<file path="src/rtl/instr_encoder_loader_pkg.sv">
// Shared encodings for the instruction loader, control unit and immediate generator.
// Holds the format codes, base opcodes and the signed range helper used by the packer.
package instr_encoder_loader_pkg;

  localparam logic [2:0] FMT_R = 3'd0;
  localparam logic [2:0] FMT_I = 3'd1;
  localparam logic [2:0] FMT_S = 3'd2;
  localparam logic [2:0] FMT_B = 3'd3;
  localparam logic [2:0] FMT_U = 3'd4;
  localparam logic [2:0] FMT_J = 3'd5;

  localparam logic [6:0] OP_R_TYPE = 7'b0110011;
  localparam logic [6:0] OP_I_TYPE = 7'b0010011;
  localparam logic [6:0] OP_LOAD   = 7'b0000011;
  localparam logic [6:0] OP_STORE  = 7'b0100011;
  localparam logic [6:0] OP_BRANCH = 7'b1100011;
  localparam logic [6:0] OP_JAL    = 7'b1101111;
  localparam logic [6:0] OP_JALR   = 7'b1100111;
  localparam logic [6:0] OP_LUI    = 7'b0110111;
  localparam logic [6:0] OP_AUIPC  = 7'b0010111;

  localparam logic [31:0] NOP_WORD = 32'h0000_0013;

  typedef enum logic [1:0] {
    ST_IDLE = 2'd0,
    ST_RUN  = 2'd1,
    ST_DONE = 2'd2
  } load_state_t;

  function automatic logic imm_out_of_range(input logic [31:0] imm,
                                            input logic signed [31:0] lo,
                                            input logic signed [31:0] hi);
    return ($signed(imm) < lo) || ($signed(imm) > hi);
  endfunction

endpackage

</file>
<file path="src/rtl/instr_packer.sv">
// Combinational RV32I field packer: turns decoded fields into one instruction word
// and flags immediates that do not fit (or are misaligned for) the chosen format.
module instr_packer
  import instr_encoder_loader_pkg::*;
(
  input  logic [2:0]  fmt,
  input  logic [6:0]  opcode,
  input  logic [4:0]  rd,
  input  logic [4:0]  rs1,
  input  logic [4:0]  rs2,
  input  logic [2:0]  funct3,
  input  logic [6:0]  funct7,
  input  logic [31:0] imm,
  output logic [31:0] word,
  output logic        range_err
);

  // Per-format packing and immediate legality check; reserved formats become a NOP.
  always_comb begin
    word      = NOP_WORD;
    range_err = 1'b0;
    case (fmt)
      FMT_R: word = {funct7, rs2, rs1, funct3, rd, opcode};
      FMT_I: begin
        word      = {imm[11:0], rs1, funct3, rd, opcode};
        range_err = imm_out_of_range(imm, -32'sd2048, 32'sd2047);
      end
      FMT_S: begin
        word      = {imm[11:5], rs2, rs1, funct3, imm[4:0], opcode};
        range_err = imm_out_of_range(imm, -32'sd2048, 32'sd2047);
      end
      FMT_B: begin
        word      = {imm[12], imm[10:5], rs2, rs1, funct3, imm[4:1], imm[11], opcode};
        range_err = imm_out_of_range(imm, -32'sd4096, 32'sd4094) || imm[0];
      end
      FMT_U: begin
        word      = {imm[31:12], rd, opcode};
        range_err = (imm[11:0] != 12'd0);
      end
      FMT_J: begin
        word      = {imm[20], imm[10:1], imm[11], imm[19:12], rd, opcode};
        range_err = imm_out_of_range(imm, -32'sd1048576, 32'sd1048574) || imm[0];
      end
      default: begin
        word      = NOP_WORD;
        range_err = 1'b1;
      end
    endcase
  end

endmodule

</file>
<file path="src/rtl/instr_encoder_loader.sv">
// Boot/test-load engine: accepts field bundles on a valid/ready stream, packs them
// and writes consecutive IMEM words, latching the index of the first bad entry.
module instr_encoder_loader
  import instr_encoder_loader_pkg::*;
#(
  parameter int ADDR_W = 12,
  parameter int CNT_W  = 16
) (
  input  logic              clk,
  input  logic              rst_n,
  input  logic              start,
  input  logic [ADDR_W-1:0] base_addr,
  input  logic [CNT_W-1:0]  num_instr,
  input  logic              in_valid,
  output logic              in_ready,
  input  logic [2:0]        fmt,
  input  logic [6:0]        opcode,
  input  logic [4:0]        rd,
  input  logic [4:0]        rs1,
  input  logic [4:0]        rs2,
  input  logic [2:0]        funct3,
  input  logic [6:0]        funct7,
  input  logic [31:0]       imm,
  output logic              imem_we,
  output logic [ADDR_W-1:0] imem_addr,
  output logic [31:0]       imem_wdata,
  output logic              busy,
  output logic              done,
  output logic              err,
  output logic [CNT_W-1:0]  err_index
);

  load_state_t       state_r, state_s;
  logic [ADDR_W-1:0] addr_r;
  logic [CNT_W-1:0]  rem_r;
  logic [CNT_W-1:0]  idx_r;
  logic              in_ready_r, busy_r, done_r, err_r, imem_we_r;
  logic [ADDR_W-1:0] imem_addr_r;
  logic [31:0]       imem_wdata_r;
  logic [CNT_W-1:0]  err_index_r;
  logic [31:0]       word_s;
  logic              range_err_s;
  logic              fire_s;
  logic              session_start_s;

  instr_packer u_packer (
    .fmt       (fmt),
    .opcode    (opcode),
    .rd        (rd),
    .rs1       (rs1),
    .rs2       (rs2),
    .funct3    (funct3),
    .funct7    (funct7),
    .imm       (imm),
    .word      (word_s),
    .range_err (range_err_s)
  );

  assign fire_s          = in_valid && in_ready_r;
  assign session_start_s = (state_r == ST_IDLE) && start;

  // Next-state logic; start is only honoured from IDLE.
  always_comb begin
    state_s = state_r;
    case (state_r)
      ST_IDLE: begin
        if (start) begin
          state_s = (num_instr == {CNT_W{1'b0}}) ? ST_DONE : ST_RUN;
        end else begin
          state_s = ST_IDLE;
        end
      end
      ST_RUN: begin
        if (fire_s && (rem_r == CNT_W'(1'b1))) begin
          state_s = ST_DONE;
        end else begin
          state_s = ST_RUN;
        end
      end
      ST_DONE: state_s = ST_IDLE;
      default: state_s = ST_IDLE;
    endcase
  end

  // State register plus status flags registered from the next state so they change with it.
  always_ff @(posedge clk or negedge rst_n) begin
    if (!rst_n) begin
      state_r    <= ST_IDLE;
      in_ready_r <= 1'b0;
      busy_r     <= 1'b0;
      done_r     <= 1'b0;
    end else begin
      state_r    <= state_s;
      in_ready_r <= (state_s == ST_RUN);
      busy_r     <= (state_s == ST_RUN);
      done_r     <= (state_s == ST_DONE);
    end
  end

  // Session counters, registered write port and first-error capture.
  always_ff @(posedge clk or negedge rst_n) begin
    if (!rst_n) begin
      addr_r       <= {ADDR_W{1'b0}};
      rem_r        <= {CNT_W{1'b0}};
      idx_r        <= {CNT_W{1'b0}};
      imem_we_r    <= 1'b0;
      imem_addr_r  <= {ADDR_W{1'b0}};
      imem_wdata_r <= 32'h0000_0000;
      err_r        <= 1'b0;
      err_index_r  <= {CNT_W{1'b0}};
    end else begin
      imem_we_r <= fire_s;
      if (session_start_s) begin
        addr_r      <= {base_addr[ADDR_W-1:2], 2'b00};
        rem_r       <= num_instr;
        idx_r       <= {CNT_W{1'b0}};
        err_r       <= 1'b0;
        err_index_r <= {CNT_W{1'b0}};
      end else if (fire_s) begin
        imem_addr_r  <= addr_r;
        imem_wdata_r <= word_s;
        addr_r       <= addr_r + ADDR_W'(3'd4);
        rem_r        <= rem_r - CNT_W'(1'b1);
        idx_r        <= idx_r + CNT_W'(1'b1);
        if (range_err_s && !err_r) begin
          err_r       <= 1'b1;
          err_index_r <= idx_r;
        end
      end
    end
  end

  assign in_ready   = in_ready_r;
  assign busy       = busy_r;
  assign done       = done_r;
  assign err        = err_r;
  assign err_index  = err_index_r;
  assign imem_we    = imem_we_r;
  assign imem_addr  = imem_addr_r;
  assign imem_wdata = imem_wdata_r;

endmodule

</file>
<file path="config.mk">
export PLATFORM = sky130hd
export DESIGN_NAME = instr_encoder_loader
export DESIGN_NICKNAME = d
export VERILOG_FILES = /design/src/rtl/instr_encoder_loader_pkg.sv /design/src/rtl/instr_packer.sv /design/src/rtl/instr_encoder_loader.sv
export SDC_FILE = /design/constraint.sdc
export NUM_CORES = 1
export LEC_CHECK = 0
export CORE_UTILIZATION = 43
export DETAILED_ROUTE_END_ITERATION = 16
export GPL_ROUTABILITY_DRIVEN = 0
export GPL_TIMING_DRIVEN = 0
export PLACE_DENSITY = 0.82
export SLEW_MARGIN = 0
export SYNTH_ARGS = -nofsm -noshare
export SYNTH_HDL_FRONTEND = slang
export SYNTH_HIERARCHICAL = 1
export SYNTH_SLANG_ARGS = --single-unit
</file>
<file path="constraint.sdc">
create_clock -name clk -period 2.2 [get_ports clk]
set_clock_uncertainty 0.1 [all_clocks]
set_input_delay 0.66 -clock clk [delete_from_list [all_inputs] [get_ports clk]]
set_output_delay 0.66 -clock clk [all_outputs]
set_load 0.02 [all_outputs]
</file>
==> results by stage, run 1 <==
Run status:
- The flow ran to the end, but the final reports show violations.
- The final reports fail on negative setup slack.

Global route:
- Global routing used 24.8% of the available tracks across all layers.
- The number of antenna violations at the first check in global routing is 0.
- The via count of the first global-routing pass came to 5,140.
- The first global-routing pass estimated 25.2 mm of wire.
- Entering global routing, the biggest net connects 76 pins.
- The total congestion overflow after global routing is 0.

Synthesis:
- Among all flip-flop cells after synthesis, the most frequent one is dfrtp_1.
- The share of async-settable or async-resettable flops after synthesis is 100%.
- In this run the mean area of a mapped cell was 9.85 µm².
- Yosys printed 6 warnings.
- Of the synthesized area, sequential elements account for 49.2%.
- The distinct cell type count of the synthesized netlist is 44.
- Synthesis inferred 106 register bits.
- The instance count of the mapped netlist is 548.
- Summing every instance area after synthesis gives 5400 µm².
- In this run, synthesis inferred 0 flip-flops with an integrated enable.

Critical path:
- In this design, the largest share of critical-path delay is due to compound AO/OA/AOI/OAI gates.
- For the worst setup path, the data required time is 2390 ps.
- STA puts the critical path data arrival time at 2580 ps.
- The sum of buffers and inverters on the critical path is 3.
- The signal on the critical path passes through clkdlybuf4s15_2 -> nor4_4 -> and3_4 -> nor3_2 -> a311oi_2 -> o211ai_1 -> buf_4 -> a31oi_4 -> buf_6 -> a22o_1.
- The worst setup path is of the in -> reg kind.
- STA classifies the critical path endpoint as a register.
- The worst setup path is launched from an input pin.
- In this run the worst path has a maximum fanout of 6.
- The slowest cell on the critical path is nor4_4.
- The delay contributed by the slowest stage of the critical path is 300 ps.

Placement:
- The estimated wirelength of the detail-placed design is 11.2 mm.
- Port buffering added 156 buffers.
- After detailed placement, the total cell area comes to 7250 µm².

Cells and area:
- The sequential cells in the finished layout cover a total of 2650 µm².
- The layout has 999 filler cells.
- The number of nets in the finished design is 840.
- In the final layout, the share of cells above drive strength 1 is 21.8%.
- The area growth from synthesis to final layout is 43.8%.
- The number of antenna cells inserted is 0.
- The area of the multi-input gates is 2700 µm².
- The area of all placed cells without fillers is 7760 µm².

Power and ir drop:
- The clock network accounts for 24.1% of the total power.
- Net switching is 33.5% of the power.
- In this run, flip-flops and latches consume 44.2% of the power.
- Summing internal, switching and leakage power gives 0.00638 W.
- The worst ir drop on vdd is 0.000792 V.
- In this run the power spent charging and discharging nets is 0.00213 W.
- The share of total power dissipated in combinational logic is 31.7%.
- Dividing total power by cell area gives a power density of 822 nW/µm².
- The internal power of the cells totals 0.00424 W.
- The leakage power summed over all cells is 3.22 nW.

STA:
- In the final timing run, aggregate negative setup slack is -3050 ps.
- Setup repair after global routing could not meet its margin everywhere.
- At the pin with the least slew margin, the transition time is 537 ps.
- The count of pins over their slew limit is 0.
- The number of hold-slack violations in the final timing report came to 0.
- The maximum clock rate is 418 MHz.
- The period utilization is 109%.
- The final worst-path setup slack is -194 ps.
- The final critical-path required period is 2390 ps.
- Headroom to the max-slew limit came out at 63.9%.
- Setup violations remaining at the end of the flow were counted as 19.

Clock network:
- The library cell used as clock root buffer is clkbuf_16.
- The H-tree depth is 3.
- The clock input transition at the sequential cells of the worst setup and hold paths is 70 ps.
- The CTS tree is yes.
- The number of buffers between clock root and the deepest sink is 2.
- The clock drives 106 sinks.
- The clock reaches the later pin of the worst-skew pair after 350 ps.
- Counting the buffers created by CTS gives 9.

Flow run:
- The tool flagged a number of max-cap violations equal to 0.

Route:
- The remaining routing DRC violations is 0.
- The remaining number of nets flagged by the antenna check after routing is 0.
- The via-per-instance ratio is 5.60.
- The detailed router's first-iteration violation count is 386.
- Before antenna repair, the detailed router went through 5 iterations.
- The post-detailed-routing wire length is 15.5 mm.
- The via count of the routed design is 5,098.
- The per-cell routed wire length is 17.0 µm.

Die:
- The die covers 13,000 µm².
- The placement row count is 40.
- In this run the horizontal extent of the chip is 114 µm.
- For this configuration, the core starts out at a cell density of 44.5%.
- The floorplan die height is 114 µm.
- The area inside the core boundary is 12,100 µm².
- The top-level port count is 164.

Hold path:
- The min-delay analysis places its worst path in the category in -> async.
[kinds of logic (layout without fill, tap and decap cells)]
family          count (synthesis)  count (layout)  synth area share, %
other cells                     1               2               0.0695
xor+xnor                       30              30                 4.87
compound gates                111             111                 12.5
simple gates                  196             196                 18.1
fa+ha+maj                       4               4                0.928
flops                         106             106                 49.2
mux                            52              52                 10.7
buf+inv                        48             241                 3.69
[power groups by stage]
stage	clock network, W	registers (W)	logic, W
2_1_floorplan	0	0.00299	0.000849
3_3_place_gp	0	0.00283	0.00180
4_1_cts	0.00156	0.00280	0.00200
5_1_grt	0.00164	0.00289	0.00219
6_report	0.00154	0.00282	0.00202
3_5_place_dp	0	0.00288	0.00187
[worst paths after layout]
check	startpoint	to	slack [ps]	cells past startpoint
hold / removal	rst_n	rem_r[12]$_DFFE_PN0P_	160	1
min in group clk	imem_wdata[19]$_DFFE_PN0P_	imem_wdata[19]$_DFFE_PN0P_	410	1
setup reg to reg	rem_r[9]$_DFFE_PN0P_	rem_r[14]$_DFFE_PN0P_	-120	4
max in group asynchronous	rst_n	imem_wdata[13]$_DFFE_PN0P_	1130	2
setup / recovery	imm[22]	err_index[4]$_DFFE_PN0P_	-190	10
hold reg to reg	imem_wdata[19]$_DFFE_PN0P_	imem_wdata[19]$_DFFE_PN0P_	410	1
[timing repair]
action,in CTS,in global routing
hold buffers,0,0
endpoints found under the setup margin,106,55
cloned,2,0
resized for setup,118,51
buffers inserted,15,4
pin swaps,27,24
[metrics by stage]
stage | instances | worst slack [ps] | util (%) | hold slack [ps]
floorplan | 549 | -282 | - | 264
global placement | 873 | -3500 | 59.6 | 390
detailed placement | 874 | -1360 | 59.8 | 394
CTS | 907 | -240 | 64.1 | 157
global route | 910 | -262 | 64.1 | 174
finish | 910 | -194 | 64.1 | 159
[cell usage after synthesis, types with 13 or more instances]
| library cell | number | share of area [%] |
|---|---|---|
| a22o_1 | 16 | 2.6 |
| clkbuf_1 | 19 | 1.3 |
| xnor2_1 | 17 | 2.8 |
| nor3_1 | 13 | 1.2 |
| dfrtp_1 | 106 | 49 |
| o21ai_0 | 54 | 5.0 |
| mux2_2 | 45 | 9.4 |
| nand2_1 | 69 | 4.8 |
| nor2_1 | 34 | 2.4 |
| a21oi_1 | 20 | 1.9 |
| nand4_1 | 20 | 2.3 |
| nor4_1 | 15 | 1.7 |
| inv_1 | 18 | 1.3 |
| xor2_1 | 13 | 2.1 |
[area by class of cell]
type,count,share of cell area (%)
plain buffers,28,2.18
clock inverters,5,0.500
clock buffers,11,3.13
flip-flops and latches,106,34.2
repair buffers,178,21.5
inverters,19,0.935
well taps,168,2.71
multi-input cells,395,34.8
[flip-flops by register name, summed over array words and instances, names as in the netlist]
name        cells
err_index      16
done            1
rem_r          16
addr_r         10
imem_we         1
err             1
busy            1
imem_wdata     32
imem_addr      10
state_r         2
idx_r          16
[layer usage]
layer / vias up / global-route usage (%) / wire, µm
met5: - / 0 / 0
met4: 0 / 8.48 / 372
met3: 37 / 5.47 / 1100
met2: 242 / 42.8 / 7780
met1: 2474 / 30.6 / 6240
li1: 2345 / - / -
[worst reg2reg max path: stages, from the launching register on]
cell	delay (ps)
dfrtp_1	380
or4_4	560
or4_4	530
or4_4	500
a31oi_1	180
[cell usage in the layout, fill, tap and decap left out, types with 6 or more instances in the layout]
master           instances
nand2_1                 67
mux2i_1                  7
buf_2                   15
inv_1                   18
buf_4                   25
a21oi_1                 20
clkbuf_1                 9
xor2_1                  13
clkbuf_2                15
clkbuf_16                9
nand3_1                  8
nor3_1                  10
xnor2_1                 17
clkdlybuf4s50_1        119
nor2_1                  32
a31oi_1                  6
or4_4                    6
a22o_1                  16
nand4_1                 20
nor4_1                   9
mux2_2                  45
o21ai_0                 54
dfrtp_1                105
(Power assumes the default switching activity.)
==> run 2: changes to the inputs <==
- CAP_MARGIN: not set -> 10
- SLEW_MARGIN: 0 -> 20
==> run 2 against run 1 <==
  * The run still ends with negative setup slack left
  * Maximum frequency fell by 0.78%
  * Combinational power rose by 2%
  * Via count increased by 0.94%
  * Clock power is 6% higher
  * Worst hold slack lost 77 ps
  * Utilization grew 0.43 points
  * Clock-buffer cell count down 1
  * First-iteration DRC count increased by 12%
  * Design area grew 0.68%
  * Critical endpoint is now err_index[14]$_DFFE_PN0P_
  * Highest routed layer unchanged
==> results by stage, run 2 (synthesis results as in run 1) <==
Cells and area:
- The number of antenna cells inserted came to 0 (unchanged).
- The number of flip-flops under the largest register name is 32 (unchanged).
- The fraction of layout cells with a size suffix above 1 is 22.8% (+1.0 points).
- The end-of-flow core utilization is 64.5% (+0.43 points).
- The library cell used most frequently in the layout, excluding fill and tap cells, is clkdlybuf4s50_1.
- The number of non-filler instances in the completed layout was 912 (+0.22%).
- From synthesis to final layout, the design area changed by 44.8%.
- The number of nets in the finished design is 842 (+0.24%).
- In the layout the commonest cells are clkdlybuf4s50_1, dfrtp_1, nand2_1, o21ai_0, mux2_2.

Global route:
- The total congestion overflow after global routing is 0 (unchanged).
- The aggregate global-route resource usage came to 24.9% (+0.061 points).
- The largest net degree at the start of global routing is 77 (+1.3%).
- The number of antenna violations at the first check in global routing is 0 (unchanged).
- The via count of the first global-routing pass was 5,147 (+0.14%).
- The first-pass GRT wire length is 25.3 mm (+0.38%).

Critical path:
- The required time of the worst setup path was 2390 ps (about the same).
- The critical path arrival came to 2600 ps (+20 ps).
- The sum of buffers and inverters on the critical path is 3 (unchanged).
- The slowest stage of the critical path is the nor3_4 cell.
- The kind of capture point of the worst setup path is a register.
- Among cell families on the critical path, the largest total delay comes from simple AND/OR/NAND/NOR gates.
- The critical path is of the in -> reg type.
- The type of element launching the critical path is an input pin.
- The biggest fanout along the worst timing path is 8 (+2).
- The delay contributed by the slowest stage of the critical path is 290 ps (about the same).
- Walking the worst path, the cells encountered are clkbuf_1 -> nor2b_1 -> nand2_1 -> nor3_2 -> a311oi_2 -> o211ai_1 -> buf_4 -> nand2_4 -> nor3_4 -> clkbuf_8 -> a22o_1.

STA:
- The total negative slack for setup checks was -3420 ps (-371 ps).
- The period utilization is 110% (+0.86 points).
- Setup repair after global routing could not meet its margin everywhere.
- The number of hold-slack violations in the final timing report was 0 (unchanged).
- The count of endpoints failing setup in the final report is 19 (unchanged).
- The final critical-path required period is 2410 ps (+18.8 ps).
- The worst max-slew margin expressed relative to the limit is 59.4% (-4.6 points).
- The maximum clock rate is 414 MHz (-0.78%).
- The count of pins over their slew limit is 0 (unchanged).
- The final worst-path setup slack is -213 ps (-18.8 ps).
- The actual slew at the worst max-slew pin is 610 ps (+72.7 ps).

Hold path:
- The type of the worst min-delay path is in -> async.

Die:
- The initial core utilization is 44.5% (unchanged).
- The floorplan die height is 114 µm (unchanged).
- The area of the die is 13,000 µm² (unchanged).
- The width of the die is 114 µm (unchanged).
- The placement row count was 40 (unchanged).
- The top-level port count is 164 (unchanged).
- The area inside the core boundary is 12,100 µm² (unchanged).

Placement:
- The estimated wirelength of the detail-placed design is 11.2 mm (about the same).
- The cell count after placement is 874 (unchanged).
- The setup slack after placement is -1220 ps (+139 ps).
- The count of buffers from port buffering is 156 (unchanged).

Route:
- The remaining routing DRC violations came to 0 (unchanged).
- The post-detailed-routing wire length came to 15.7 mm (+1.5%).
- The per-cell routed wire length was 17.2 µm (+1.2%).
- The total iterations of the first detailed-routing run is 5 (unchanged).
- The detailed router's first-iteration violation count is 431 (+12%).
- The via-per-instance ratio is 5.64 (+0.72%).
- The remaining number of nets flagged by the antenna check after routing is 0 (unchanged).
- The via count of the routed design is 5,146 (+0.94%).

Clock network:
- The library cell used as clock root buffer is clkbuf_16.
- The number of buffers added to fix hold violations after cts is 0 (unchanged).
- The number of sinks handled by clock tree synthesis was 106 (unchanged).
- The number of buffers between clock root and the deepest sink is 2 (unchanged).
- The clock input transition at the sequential cells of the worst setup and hold paths is 70 ps (about the same).
- The H-tree depth is 3 (unchanged).
- The total CTS buffers was 9 (unchanged).
- The clock latency at the later pin of the worst-skew pair was 350 ps (about the same).
- The CTS tree is yes.

Flow run:
- The max-capacitance violation count is 0 (unchanged).

Run status:
- The final reports fail on negative setup slack.
- The run finished, with violations left.

Power and ir drop:
- The worst ir drop on vdd is 0.000608 V (-23%).
- The areal power density over the cells is 833 nW/µm² (+1.4%).
- The leakage power summed over all cells was 3.24 nW (+0.69%).
==> run 2: cell count changes in the layout (fill, tap and decap cells not counted), moves of 2 or more <==
| cell | before | now |
|---|---|---|
| buf_6 | 5 | 11 |
| clkbuf_2 | 15 | 19 |
| a31oi_4 | 1 | 3 |
| buf_4 | 25 | 23 |
| clkdlybuf4s15_1 | 5 | 2 |
| nor4_1 | 9 | 11 |
| clkbuf_1 | 9 | 7 |
| a31oi_1 | 6 | 4 |
==> run 2: layout make-up <==
cell class | count | area, µm²
clock buffers | 10 | 229
multi-input cells | 395 | 2710
flip-flops and latches | 106 | 2650
well taps | 168 | 210
inverters | 19 | 72.6
fillers | 984 | 4300
repair buffers | 180 | 1680
plain buffers | 28 | 186
clock inverters | 6 | 75.1
==> run 2: repair_timing <==
action	CTS	global route
buffers inserted	13	8
pin swaps	27	24
setup endpoints to repair	102	81
gates cloned	2	0
resized for setup	118	68
hold endpoints to repair	0	0
==> run 2: final timing paths <==
kind	startpoint	endpoint	slack (ps)	cells after the start
min in group clk	imem_addr[2]$_DFFE_PN0P_	imem_addr[2]$_DFFE_PN0P_	410	1
setup reg to reg	rem_r[6]$_DFFE_PN0P_	rem_r[15]$_DFFE_PN0P_	-170	4
hold reg to reg	imem_addr[2]$_DFFE_PN0P_	imem_addr[2]$_DFFE_PN0P_	410	1
setup / recovery	fmt[1]	err_index[14]$_DFFE_PN0P_	-210	11
max in group asynchronous	rst_n	imem_we$_DFF_PN0_	1260	2
hold / removal	rst_n	rem_r[15]$_DFFE_PN0P_	80	1
==> run 2: power by group <==
part	switching [W]	internal [W]
Sequential	0.000418	0.00240
Combinational	0.00100	0.00105
Clock	0.000735	0.000897
==> run 2: per-stage QoR <==
stage	area (µm²)	hold WS, ps	power, W
after floorplan	5450	264	0.00384
after global routing	7810	95.5	0.00686
final	7810	81.3	0.00651
after CTS	7780	80.4	0.00646
after detailed placement	7250	394	0.00474
after global placement	7220	390	0.00463
==> run 2: layer usage <==
metal	share of wire, %	global-route usage [%]
met5	0	0
met4	2.7	7.53
met3	7.9	6.11
met2	51	43.4
met1	39	30.3
